### config.mk
export PLATFORM = sky130hd
export DESIGN_NAME = load_store_unit
export DESIGN_NICKNAME = d
export VERILOG_FILES = /design/src/rtl/load_store_unit.sv
export SDC_FILE = /design/constraint.sdc
export NUM_CORES = 1
export LEC_CHECK = 0
export CORE_AREA = 3 3 105 107
export DETAILED_ROUTE_END_ITERATION = 12
export DIE_AREA = 0 0 108 110
export DONT_BUFFER_PORTS = 1
export PLACE_DENSITY = 0.68
export RECOVER_POWER = 25
export SYNTH_ARGS = -nofsm -noshare
export SYNTH_HDL_FRONTEND = slang
export SYNTH_SLANG_ARGS = --single-unit
export TNS_END_PERCENT = 20
### constraint.sdc
create_clock -name clk -period 3.7 [get_ports clk]
set_clock_uncertainty 0.1 [all_clocks]
set_input_delay 1.11 -clock clk [delete_from_list [all_inputs] [get_ports clk]]
set_output_delay 1.11 -clock clk [all_outputs]
set_load 0.05 [all_outputs]
### src/rtl/load_store_unit.sv
// Purpose: MEM-stage load/store initiator for a word-wide, synchronous-read data memory (no byte enables).
// Latency: SW responds T+1 without stalling; loads and SB/SH respond at T+2; faults pulse at T+1.
// Backpressure: busy is high outside IDLE; req_valid is ignored while busy and the pipeline holds its request.
// Ports: clk/reset (sync, active-high); req_* pipeline request; busy/resp_valid/resp_rdata/fault back to pipeline;
//        MemRead/MemWrite/mem_addr/mem_wdata drive the memory, mem_rdata returns one cycle after MemRead.
// Macro LSU_MISALIGN_TRAP_EN: defined -> misaligned accesses fault; undefined -> address forced to natural alignment.
module load_store_unit #(
    parameter int MEM_ADDR_BITS = 10
) (
    input  logic        clk,
    input  logic        reset,
    input  logic        req_valid,
    input  logic        req_write,
    input  logic [2:0]  req_funct3,
    input  logic [31:0] req_addr,
    input  logic [31:0] req_wdata,
    output logic        busy,
    output logic        resp_valid,
    output logic [31:0] resp_rdata,
    output logic        fault,
    output logic        MemRead,
    output logic        MemWrite,
    output logic [31:0] mem_addr,
    output logic [31:0] mem_wdata,
    input  logic [31:0] mem_rdata
);

    typedef enum logic [1:0] {IDLE, LOAD_WAIT, RMW_WAIT, RESP} state_t;

    state_t      state;
    logic [2:0]  f3_q;
    logic [1:0]  lo_q;
    logic [15:0] wdata_q;
    logic [29:0] word_q;

    logic        legal;
    logic        oor;
    logic        req_fault;
    logic [1:0]  req_lo;
    logic        is_sw;
    logic        go;
    logic [7:0]  sel_byte;
    logic [15:0] sel_half;
    logic [31:0] load_data;
    logic [31:0] merge_data;

    // Request decode
    always_comb begin
        legal     = 1'b0;
        oor       = |req_addr[31:MEM_ADDR_BITS];
        req_fault = 1'b0;
        req_lo    = req_addr[1:0];
        if (req_write)
            legal = req_funct3 inside {3'b000, 3'b001, 3'b010};
        else
            legal = req_funct3 inside {3'b000, 3'b001, 3'b010, 3'b100, 3'b101};
`ifdef LSU_MISALIGN_TRAP_EN
        req_fault = !legal || oor ||
                    (req_funct3[1:0] == 2'b01 && req_addr[0]) ||
                    (req_funct3[1:0] == 2'b10 && req_addr[1:0] != 2'b00);
`else
        // Misalignment is silently corrected by dropping the low offset bits.
        req_fault = !legal || oor;
        case (req_funct3[1:0])
            2'b01:   req_lo = {req_addr[1], 1'b0};
            2'b10:   req_lo = 2'b00;
            default: req_lo = req_addr[1:0];
        endcase
`endif
    end

    assign is_sw = req_write && (req_funct3[1:0] == 2'b10);
    assign go    = (state == IDLE) && req_valid && !req_fault && !reset;
    assign busy  = (state != IDLE);

    // Lane extraction for loads and lane merge for sub-word stores
    always_comb begin
        sel_byte = mem_rdata[7:0];
        case (lo_q)
            2'd1:    sel_byte = mem_rdata[15:8];
            2'd2:    sel_byte = mem_rdata[23:16];
            2'd3:    sel_byte = mem_rdata[31:24];
            default: sel_byte = mem_rdata[7:0];
        endcase
        sel_half = lo_q[1] ? mem_rdata[31:16] : mem_rdata[15:0];

        case (f3_q)
            3'b000:  load_data = {{24{sel_byte[7]}}, sel_byte};
            3'b001:  load_data = {{16{sel_half[15]}}, sel_half};
            3'b100:  load_data = {24'b0, sel_byte};
            3'b101:  load_data = {16'b0, sel_half};
            default: load_data = mem_rdata;
        endcase

        merge_data = mem_rdata;
        if (f3_q[1:0] == 2'b00) begin
            case (lo_q)
                2'd0:    merge_data[7:0]   = wdata_q[7:0];
                2'd1:    merge_data[15:8]  = wdata_q[7:0];
                2'd2:    merge_data[23:16] = wdata_q[7:0];
                default: merge_data[31:24] = wdata_q[7:0];
            endcase
        end else if (lo_q[1]) begin
            merge_data[31:16] = wdata_q;
        end else begin
            merge_data[15:0] = wdata_q;
        end
    end

    // Memory strobes: straight from the request in IDLE, from the latched copy
    // afterwards. Gating on reset keeps an interrupted RMW from writing.
    always_comb begin
        MemRead   = 1'b0;
        MemWrite  = 1'b0;
        mem_addr  = 32'b0;
        mem_wdata = 32'b0;
        if (!reset) begin
            case (state)
                IDLE: begin
                    if (go) begin
                        mem_addr = {req_addr[31:2], 2'b00};
                        MemRead  = !is_sw;
                        MemWrite = is_sw;
                        if (is_sw)
                            mem_wdata = req_wdata;
                    end
                end
                RMW_WAIT: begin
                    mem_addr  = {word_q, 2'b00};
                    MemWrite  = 1'b1;
                    mem_wdata = merge_data;
                end
                default: mem_addr = {word_q, 2'b00};
            endcase
        end
    end

    always_ff @(posedge clk) begin
        if (reset) begin
            state      <= IDLE;
            resp_valid <= 1'b0;
            fault      <= 1'b0;
            resp_rdata <= 32'b0;
            f3_q       <= 3'b0;
            lo_q       <= 2'b0;
            wdata_q    <= 16'b0;
            word_q     <= 30'b0;
        end else begin
            resp_valid <= 1'b0;
            fault      <= 1'b0;
            case (state)
                IDLE: begin
                    if (req_valid) begin
                        if (req_fault) begin
                            fault <= 1'b1;
                        end else begin
                            f3_q    <= req_funct3;
                            lo_q    <= req_lo;
                            wdata_q <= req_wdata[15:0];
                            word_q  <= req_addr[31:2];
                            if (is_sw)
                                resp_valid <= 1'b1;
                            else
                                state <= req_write ? RMW_WAIT : LOAD_WAIT;
                        end
                    end
                end
                LOAD_WAIT: begin
                    resp_rdata <= load_data;
                    resp_valid <= 1'b1;
                    state      <= RESP;
                end
                RMW_WAIT: begin
                    resp_valid <= 1'b1;
                    state      <= RESP;
                end
                default: state <= IDLE;
            endcase
        end
    end

endmodule

Word-level counts from Yosys, hierarchy flattened
Index checks and enable logic that the tools add are counted.

word-level totals
  register bits after elaboration = 87
  input port bits = 103
  output and inout bits = 101
  logic and storage cells = 86

operators by class
  equal/unequal tests = 17
  muxes and demuxes = 35
  bitwise operators = 3
  reduce and logical (&&, ||, !) cells = 23

operator list
  kind                                                  number
  2-to-1 mux 32 bit                                     7
  one-hot mux 32 bit (4 select lines)                   1
  one-hot mux 32 bit (2 select lines)                   1
  2-to-1 mux 16 bit                                     3
  2-to-1 mux 8 bit                                      4
  one-hot mux 8 bit (3 select lines)                    1
  OR reduction 22 bit                                   1
  equality test 3 bit (second input constant)           4
  2-to-1 mux 1 bit                                      10
  equality test 2 bit (second input constant)           4
  2-to-1 mux 2 bit                                      4
  one-hot mux 2 bit (2 select lines)                    2
  equality test 2 x 1 -> 1 bit (second input constant)  3
  equality test 3 x 1 -> 1 bit (second input constant)  2
  logical NOT 2 bit                                     3
  logical NOT 3 bit                                     2
  != test 2 bit (second input constant)                 3
  AND reduction 3 bit                                   2
  OR reduction 3 bit                                    2
  nonzero test 5 bit                                    1
  logical AND 1 bit                                     4
  logical NOT 1 bit                                     4
  one-hot mux 1 bit (2 select lines)                    2
  equality test 3 x 2 -> 1 bit (second input constant)  1
  5 further kinds                                       7

Longest topological paths before layout
Gate-level depths: netlist of run 1.

  depth in word-level cells = 11
  gate-level depth with buffers = 7
  depth with buffers taken out = 6

Worst setup path before layout of run 1
No wires, ideal clock.

  kind = input-to-output
  from = in req_addr[20]
  to = out MemRead
  data arrival time = 3.362 ns
  data required time = 2.490 ns
  setup slack = -0.872 ns
  cell stages on the path = 4
  cell sequence = nor4_4 > nand4_4 > buf_2 > nor4_1

between the ends
  cells in the longest elaborated chain, start to end = 8

ends and longest elaborated chain
  what                            RTL line  text
  start, declared                 15        input logic [31:0] req_addr,
  OR reduction 22 bit             50        oor = |req_addr[31:MEM_ADDR_BITS];
  logical OR 1 bit                63        req_fault = !legal || oor;
  logical NOT 1 bit               73        assign go = (state == IDLE) && req_valid && !req_fault && !reset;
  logical AND 1 bit (2 in a row)  73
  2-to-1 mux 1 bit                120       if (go) begin
  2-to-1 mux 1 bit                118       case (state)
  2-to-1 mux 1 bit                117       if (!reset) begin
  end, declared                   21        output logic MemRead,

No other way between the ends.

Worst setup path in the final report of run 1
  from = in req_addr[22]
  to = out mem_wdata[25]

between the ends
  cells in the longest elaborated chain, start to end = 8

ends and longest elaborated chain
  what                                 RTL line  text
  OR reduction 22 bit                  50
  logical OR 1 bit                     63
  logical NOT 1 bit                    73
  logical AND 1 bit (2 in a row)       73
  2-to-1 mux 32 bit                    120
  one-hot mux 32 bit (2 select lines)  118
  2-to-1 mux 32 bit                    117
  end, declared                        24        output logic [31:0] mem_wdata,

No other way between the ends.

==> results.sh, run 1 <==
export IMPL_die_h_um=110
export IMPL_rsz0062_at_grt="yes"
export IMPL_detailed_place_hpwl_um=12500
export IMPL_fin_area_um2=6900
export IMPL_avgRoutedWirePerCell_um=22.7
export IMPL_cts_hold_buf=0
export IMPL_postRouteAntennaNets=0
export IMPL_yosysTopAreaCell="dfxtp_1"
export IMPL_ys_types=55
export IMPL_synth_edf_count=0
export IMPL_yosys_warnings=0
export IMPL_grt_usage_pct=28.3
export IMPL_fin_ws_ns=-0.199
export IMPL_p_total_mw=2.24
export IMPL_die_area_um2=11900
export IMPL_placedInstanceArea_um2=6480
export IMPL_fin_cells=755
export IMPL_startpoint_type="input port"
export IMPL_dr_pass1_iters=5
export IMPL_internal_power_mw=1.47
export IMPL_grt_remaining_overflow=0
export IMPL_ys_seq_area_share_pct=34.5
export IMPL_diodes=0
export IMPL_switchingPower_uw=772
export IMPL_synth_top_cells_by_area="dfxtp_1, mux2i_1, o2bb2ai_1, o21ai_0, a21oi_1"
export IMPL_seq_power_share_pct=52.6
export IMPL_slew_viol_final=37
export IMPL_grt_pass1_vias=4697
export IMPL_root_buffer="clkbuf_8"
export IMPL_p_per_area_nw_per_um2=325
export IMPL_via_count=4838
export IMPL_drc=0
export IMPL_place_inst=733
export IMPL_hp_class="reg2reg"
export IMPL_pwr_share_comb_pct=15.7
export IMPL_synth_area_um2=5050
export IMPL_violations="capacitance limit, slew limit, setup timing"
export IMPL_synth_ff_type="dfxtp_1"
export IMPL_n_fill_cell=827
export IMPL_cts_buffers=9
export IMPL_path_buf_inv=4
export IMPL_crit_slowest_cell="nor4_4"
export IMPL_cpMostUsedCell="buf_12"
export IMPL_pre_cts_ws_ns=-0.194
export IMPL_whs_ns=0.371
export IMPL_clk_latency_ns=0.36
export IMPL_ios=204
export IMPL_area_growth_pct=36.6
export IMPL_crit_fanout=7
export IMPL_fp_dieW_um=108
export IMPL_finalSetupViolations=41
export IMPL_p_leak_nw=2.38
export IMPL_synthArstFlopShare_pct=0
export IMPL_worstMarginPinSlew_ns=1.51
export IMPL_max_cap_violations=1
export IMPL_max_freq_mhz=256
export IMPL_fin_setup_tns_ns=-4.96
export IMPL_max_vdd_ir_drop_v=0.000202
export IMPL_critPathTopFamily="buffers and inverters"
export IMPL_yosysMostFrequentCell="dfxtp_1"
export IMPL_switching_share_pct=34.4
export IMPL_path_cells="nor4_4, o211ai_1, nor4_4, buf_4, buf_12, buf_12, o2bb2ai_2, buf_12"
export IMPL_post_route_util_pct=67.4
export IMPL_critPathRequiredTime_ns=2.49
export IMPL_antenna_found_initial=0
export IMPL_cts_tree="yes"
export IMPL_initial_core_util_pct=49.4
export IMPL_cts_htree_levels=3
export IMPL_grt_max_degree=94
export IMPL_synth_top_area_share_pct=34.5
export IMPL_max_slew_margin_pct=-0.859
export IMPL_finalHoldViolations=0
export IMPL_end_kind="primary output"
export IMPL_gp_congestion=0.855
export IMPL_clockBufferDepth=2
export IMPL_synth_common_cells="dfxtp_1, o21ai_0, a21oi_1"
export IMPL_wl_um=17100
export IMPL_layout_nets=724
export IMPL_grt_pass1_wl_um=26400
export IMPL_ys_seq_elements=87
export IMPL_period_share_pct=105
export IMPL_vias_per_cell=6.41
export IMPL_path_clk_slew_ns=0.09
export IMPL_synthCells=572
export IMPL_cts_sinks=87
export IMPL_worstPathArrival_ns=2.69
export IMPL_slowest_delay_ns=0.38
export IMPL_status="complete, but fails checks"
export IMPL_drt_iter0_drc=405
export IMPL_drive_gt1_share_pct=24.1
export IMPL_worstSetupPathType="in2out"
export IMPL_avgSynthCellArea_um2=8.83
export IMPL_period_minus_slack_ns=3.90
export IMPL_io_buffers=0
export IMPL_power_frac_clock_pct=31.7
export IMPL_rows=37
export IMPL_core_area_um2=10200
worst paths after layout:
check	slack, ns	cells after the start	to	start
worst min register to register	0.37	1	word_q[18]	word_q[18]
worst max register to register	0.61	5	resp_rdata[12]	f3_q[1]
worst min-delay path	0.37	1	word_q[18]	word_q[18]
worst max-delay path	-0.20	8	mem_wdata[25]	req_addr[22]
routing by layer:
metal	vias to the layer above	routed length, um	global-route usage (%)
met2	244	8570	49.0
met4	0	384	8.66
li1	2244	-	-
met1	2316	6740	35.5
met3	34	1410	6.17
met5	-	0	0
timing repair:
item                                    CTS  global route
hold endpoints to repair                  0             0
gates cloned                              2             0
resized for setup                        19             2
endpoints found under the setup margin   37            42
pin swaps                                 9             4
buffers inserted                          3             1
flip-flops by register name (all words and copies together) (netlist names):
signal      flops
f3_q            3
fault           1
lo_q            2
resp_rdata     32
resp_valid      1
state           2
wdata_q        16
word_q         30
final cells by class:
cell class                      count  area, um^2  share of cell area (%)
Clock inverter                      5        62.6                   0.907
Timing Repair Buffer               89        1460                    21.1
Inverter                           10        37.5                   0.544
Sequential cell                    87        1740                    25.2
Clock buffer                       11         151                    2.19
Multi-Input combinational cell    417        3280                    47.5
Tap cell                          136         170                    2.47
power groups by stage:
| stage | clock (mW) | sequential [mW] | combinational [mW] |
|---|---|---|---|
| finish | 0.710 | 1.18 | 0.352 |
| floorplan | 0 | 1.19 | 0.261 |
| global route | 0.759 | 1.19 | 0.383 |
| CTS | 0.720 | 1.18 | 0.351 |
| detailed placement | 0 | 1.20 | 0.342 |
| global placement | 0 | 1.20 | 0.331 |
logic make-up (layout without fill, tap and decap cells):
| group | Yosys count | count (layout) | synth area share, % |
|---|---|---|---|
| buffers and inverters | 69 | 115 | 6.07 |
| muxes | 36 | 36 | 7.45 |
| and+or+nand+nor | 177 | 177 | 22.0 |
| adders and majority gates | 7 | 7 | 1.73 |
| DFF | 87 | 87 | 34.5 |
| AOI/OAI and AO/OA | 195 | 195 | 28.2 |
| other | 1 | 2 | 0.0742 |
cell usage in the layout (no fill, tap or decap), drive strengths merged, types with 2 or more instances in the layout:
master	instances
ha	7
a211oi	24
nor2b	11
nand4	28
dfxtp	87
buf	87
nor4	7
nand2	27
a41oi	3
o2bb2ai	43
nor2	34
a22o	17
nor3	6
o22ai	4
nor3b	23
a21oi	39
o31a	2
a22oi	7
and2	24
or4b	6
or2	3
clkbuf	13
o221ai	7
mux2	3
clkinvlp	2
inv	11
nand2b	4
mux2i	32
conb	2
o21ai	42
No activity file was read; power rests on OpenSTA's default activity.
==> run 2: changes to the inputs <==
RECOVER_POWER = not set   (was 25)
==> results.sh, run 2 (synthesis results as in run 1) <==
export IMPL_violations="setup timing"
export IMPL_startpoint_type="input port"
export IMPL_grt_max_degree=94
export IMPL_gp_congestion=0.855
export IMPL_largest_register="resp_rdata"
export IMPL_p_per_area_nw_per_um2=324
export IMPL_path_clk_slew_ns=0.08
export IMPL_largestRegisters="resp_rdata x32, word_q x30, wdata_q x16"
export IMPL_slew_viol_final=0
export IMPL_cts_sinks=87
export IMPL_cts_htree_levels=3
export IMPL_finalSetupViolations=41
export IMPL_cts_tree="yes"
export IMPL_root_buffer="clkbuf_8"
export IMPL_grt_pass1_vias=4697
export IMPL_n_fill_cell=825
export IMPL_fin_setup_tns_ns=-5.17
export IMPL_max_vdd_ir_drop_v=0.000202
export IMPL_via_count=4810
export IMPL_largest_reg_flops=32
export IMPL_rsz0062_at_grt="yes"
export IMPL_die_h_um=110
export IMPL_drc=0
export IMPL_hp_class="reg2reg"
export IMPL_die_area_um2=11900
export IMPL_max_cap_violations=0
export IMPL_final_common_cell="dfxtp_1"
export IMPL_dr_pass1_iters=5
export IMPL_worstMarginPinSlew_ns=0.776
export IMPL_clk_latency_ns=0.35
export IMPL_vias_per_cell=6.37
export IMPL_max_slew_margin_pct=48.3
export IMPL_finalHoldViolations=0
export IMPL_multi_input_area_um2=3280
export IMPL_clockBufferDepth=2
export IMPL_drt_iter0_drc=384
export IMPL_seq_area_um2=1740
export IMPL_grt_pass1_wl_um=26400
export IMPL_r2r_slack_ns=1.27
export IMPL_ios=204
export IMPL_fin_area_um2=6910
export IMPL_max_freq_mhz=256
export IMPL_area_growth_pct=36.7
export IMPL_p_leak_nw=2.39
export IMPL_grt_usage_pct=28.3
export IMPL_cts_buffers=9
export IMPL_period_minus_slack_ns=3.91
export IMPL_avgRoutedWirePerCell_um=22.6
export IMPL_worstSetupPathType="in2out"
export IMPL_postRouteAntennaNets=0
export IMPL_diodes=0
export IMPL_crit_fanout=7
export IMPL_grt_remaining_overflow=0
export IMPL_fin_ws_ns=-0.208
export IMPL_wl_um=17000
export IMPL_worstPathArrival_ns=2.70
export IMPL_core_area_um2=10200
export IMPL_period_share_pct=106
export IMPL_drive_gt1_share_pct=24.4
export IMPL_io_buffers=0
export IMPL_placedInstanceArea_um2=6480
export IMPL_detailed_place_hpwl_um=12500
export IMPL_final_cell_mix="dfxtp_1, buf_12, o21ai_0"
export IMPL_critPathRequiredTime_ns=2.49
export IMPL_cts_hold_buf=0
export IMPL_status="complete, but fails checks"
export IMPL_end_kind="primary output"
export IMPL_fp_dieW_um=108
export IMPL_layout_nets=724
export IMPL_initial_core_util_pct=49.4
export IMPL_rows=37
export IMPL_antenna_found_initial=0
## run 2: cell count changes in the layout (fill, tap and decap cells not counted), sizes merged
| cell | delta |
|---|---|
| clkbuf | -2 |
| buf | +2 |
## run 2: final timing paths
| path | from | endpoint | cells after the start |
|---|---|---|---|
| worst max-delay path | req_addr[22] | mem_wdata[25] | 8 |
| worst min-delay path | word_q[18] | word_q[18] | 1 |
| worst max register to register | lo_q[1] | resp_rdata[20] | 5 |
| worst min register to register | word_q[18] | word_q[18] | 1 |
## run 2: final cells by class
type | count | area share, %
Sequential cell | 87 | 25.2
Clock inverter | 5 | 0.906
Clock buffer | 11 | 2.19
Multi-Input combinational cell | 417 | 47.5
Tap cell | 136 | 2.46
Timing Repair Buffer | 89 | 21.2
Inverter | 10 | 0.543
## run 2: power breakdown
part | internal (mW) | switching (mW) | leakage (nW)
Sequential | 0.985 | 0.195 | 0.701
Clock | 0.354 | 0.351 | 0.103
Combinational | 0.131 | 0.221 | 1.59
Total | 1.47 | 0.767 | 2.39
## run 2: repair_timing
action	in CTS	in global routing
setup buffers	3	1
gates resized for setup	19	2
gates cloned	2	0
pin swaps	9	4
endpoints found under the setup margin	37	42
## run 2: metal layers
metal	track usage [%]	routed length, um	vias to the layer above	share of wire, %
li1	-	-	2241	-
met1	35.5	6780	2315	40
met2	49.0	8500	222	50
met3	6.17	1370	32	8.0
met4	8.66	376	0	2.2
met5	0	0	-	0
## run 2: critical path, cell delays in order
cell and delay [ns]:
nor4_4 0.38, o211ai_1 0.24, nor4_4 0.20, buf_4 0.20, buf_12 0.14, buf_12 0.13
o2bb2ai_2 0.13, buf_12 0.16
## run 2: per-stage QoR
| step | total power [mW] | worst slack, ns | std cells | utilization, % | hold slack, ns |
|---|---|---|---|---|---|
| 2_1_floorplan | 1.45 | -0.292 | 573 | - | 0.346 |
| 3_3_place_gp | 1.53 | -0.141 | 733 | 63.4 | 0.353 |
| 3_5_place_dp | 1.55 | -0.194 | 733 | 63.4 | 0.359 |
| 4_1_cts | 2.25 | -0.191 | 754 | 67.3 | 0.371 |
| 5_1_grt | 2.33 | -0.305 | 755 | 67.5 | 0.385 |
| 6_report | 2.24 | -0.208 | 755 | 67.5 | 0.371 |
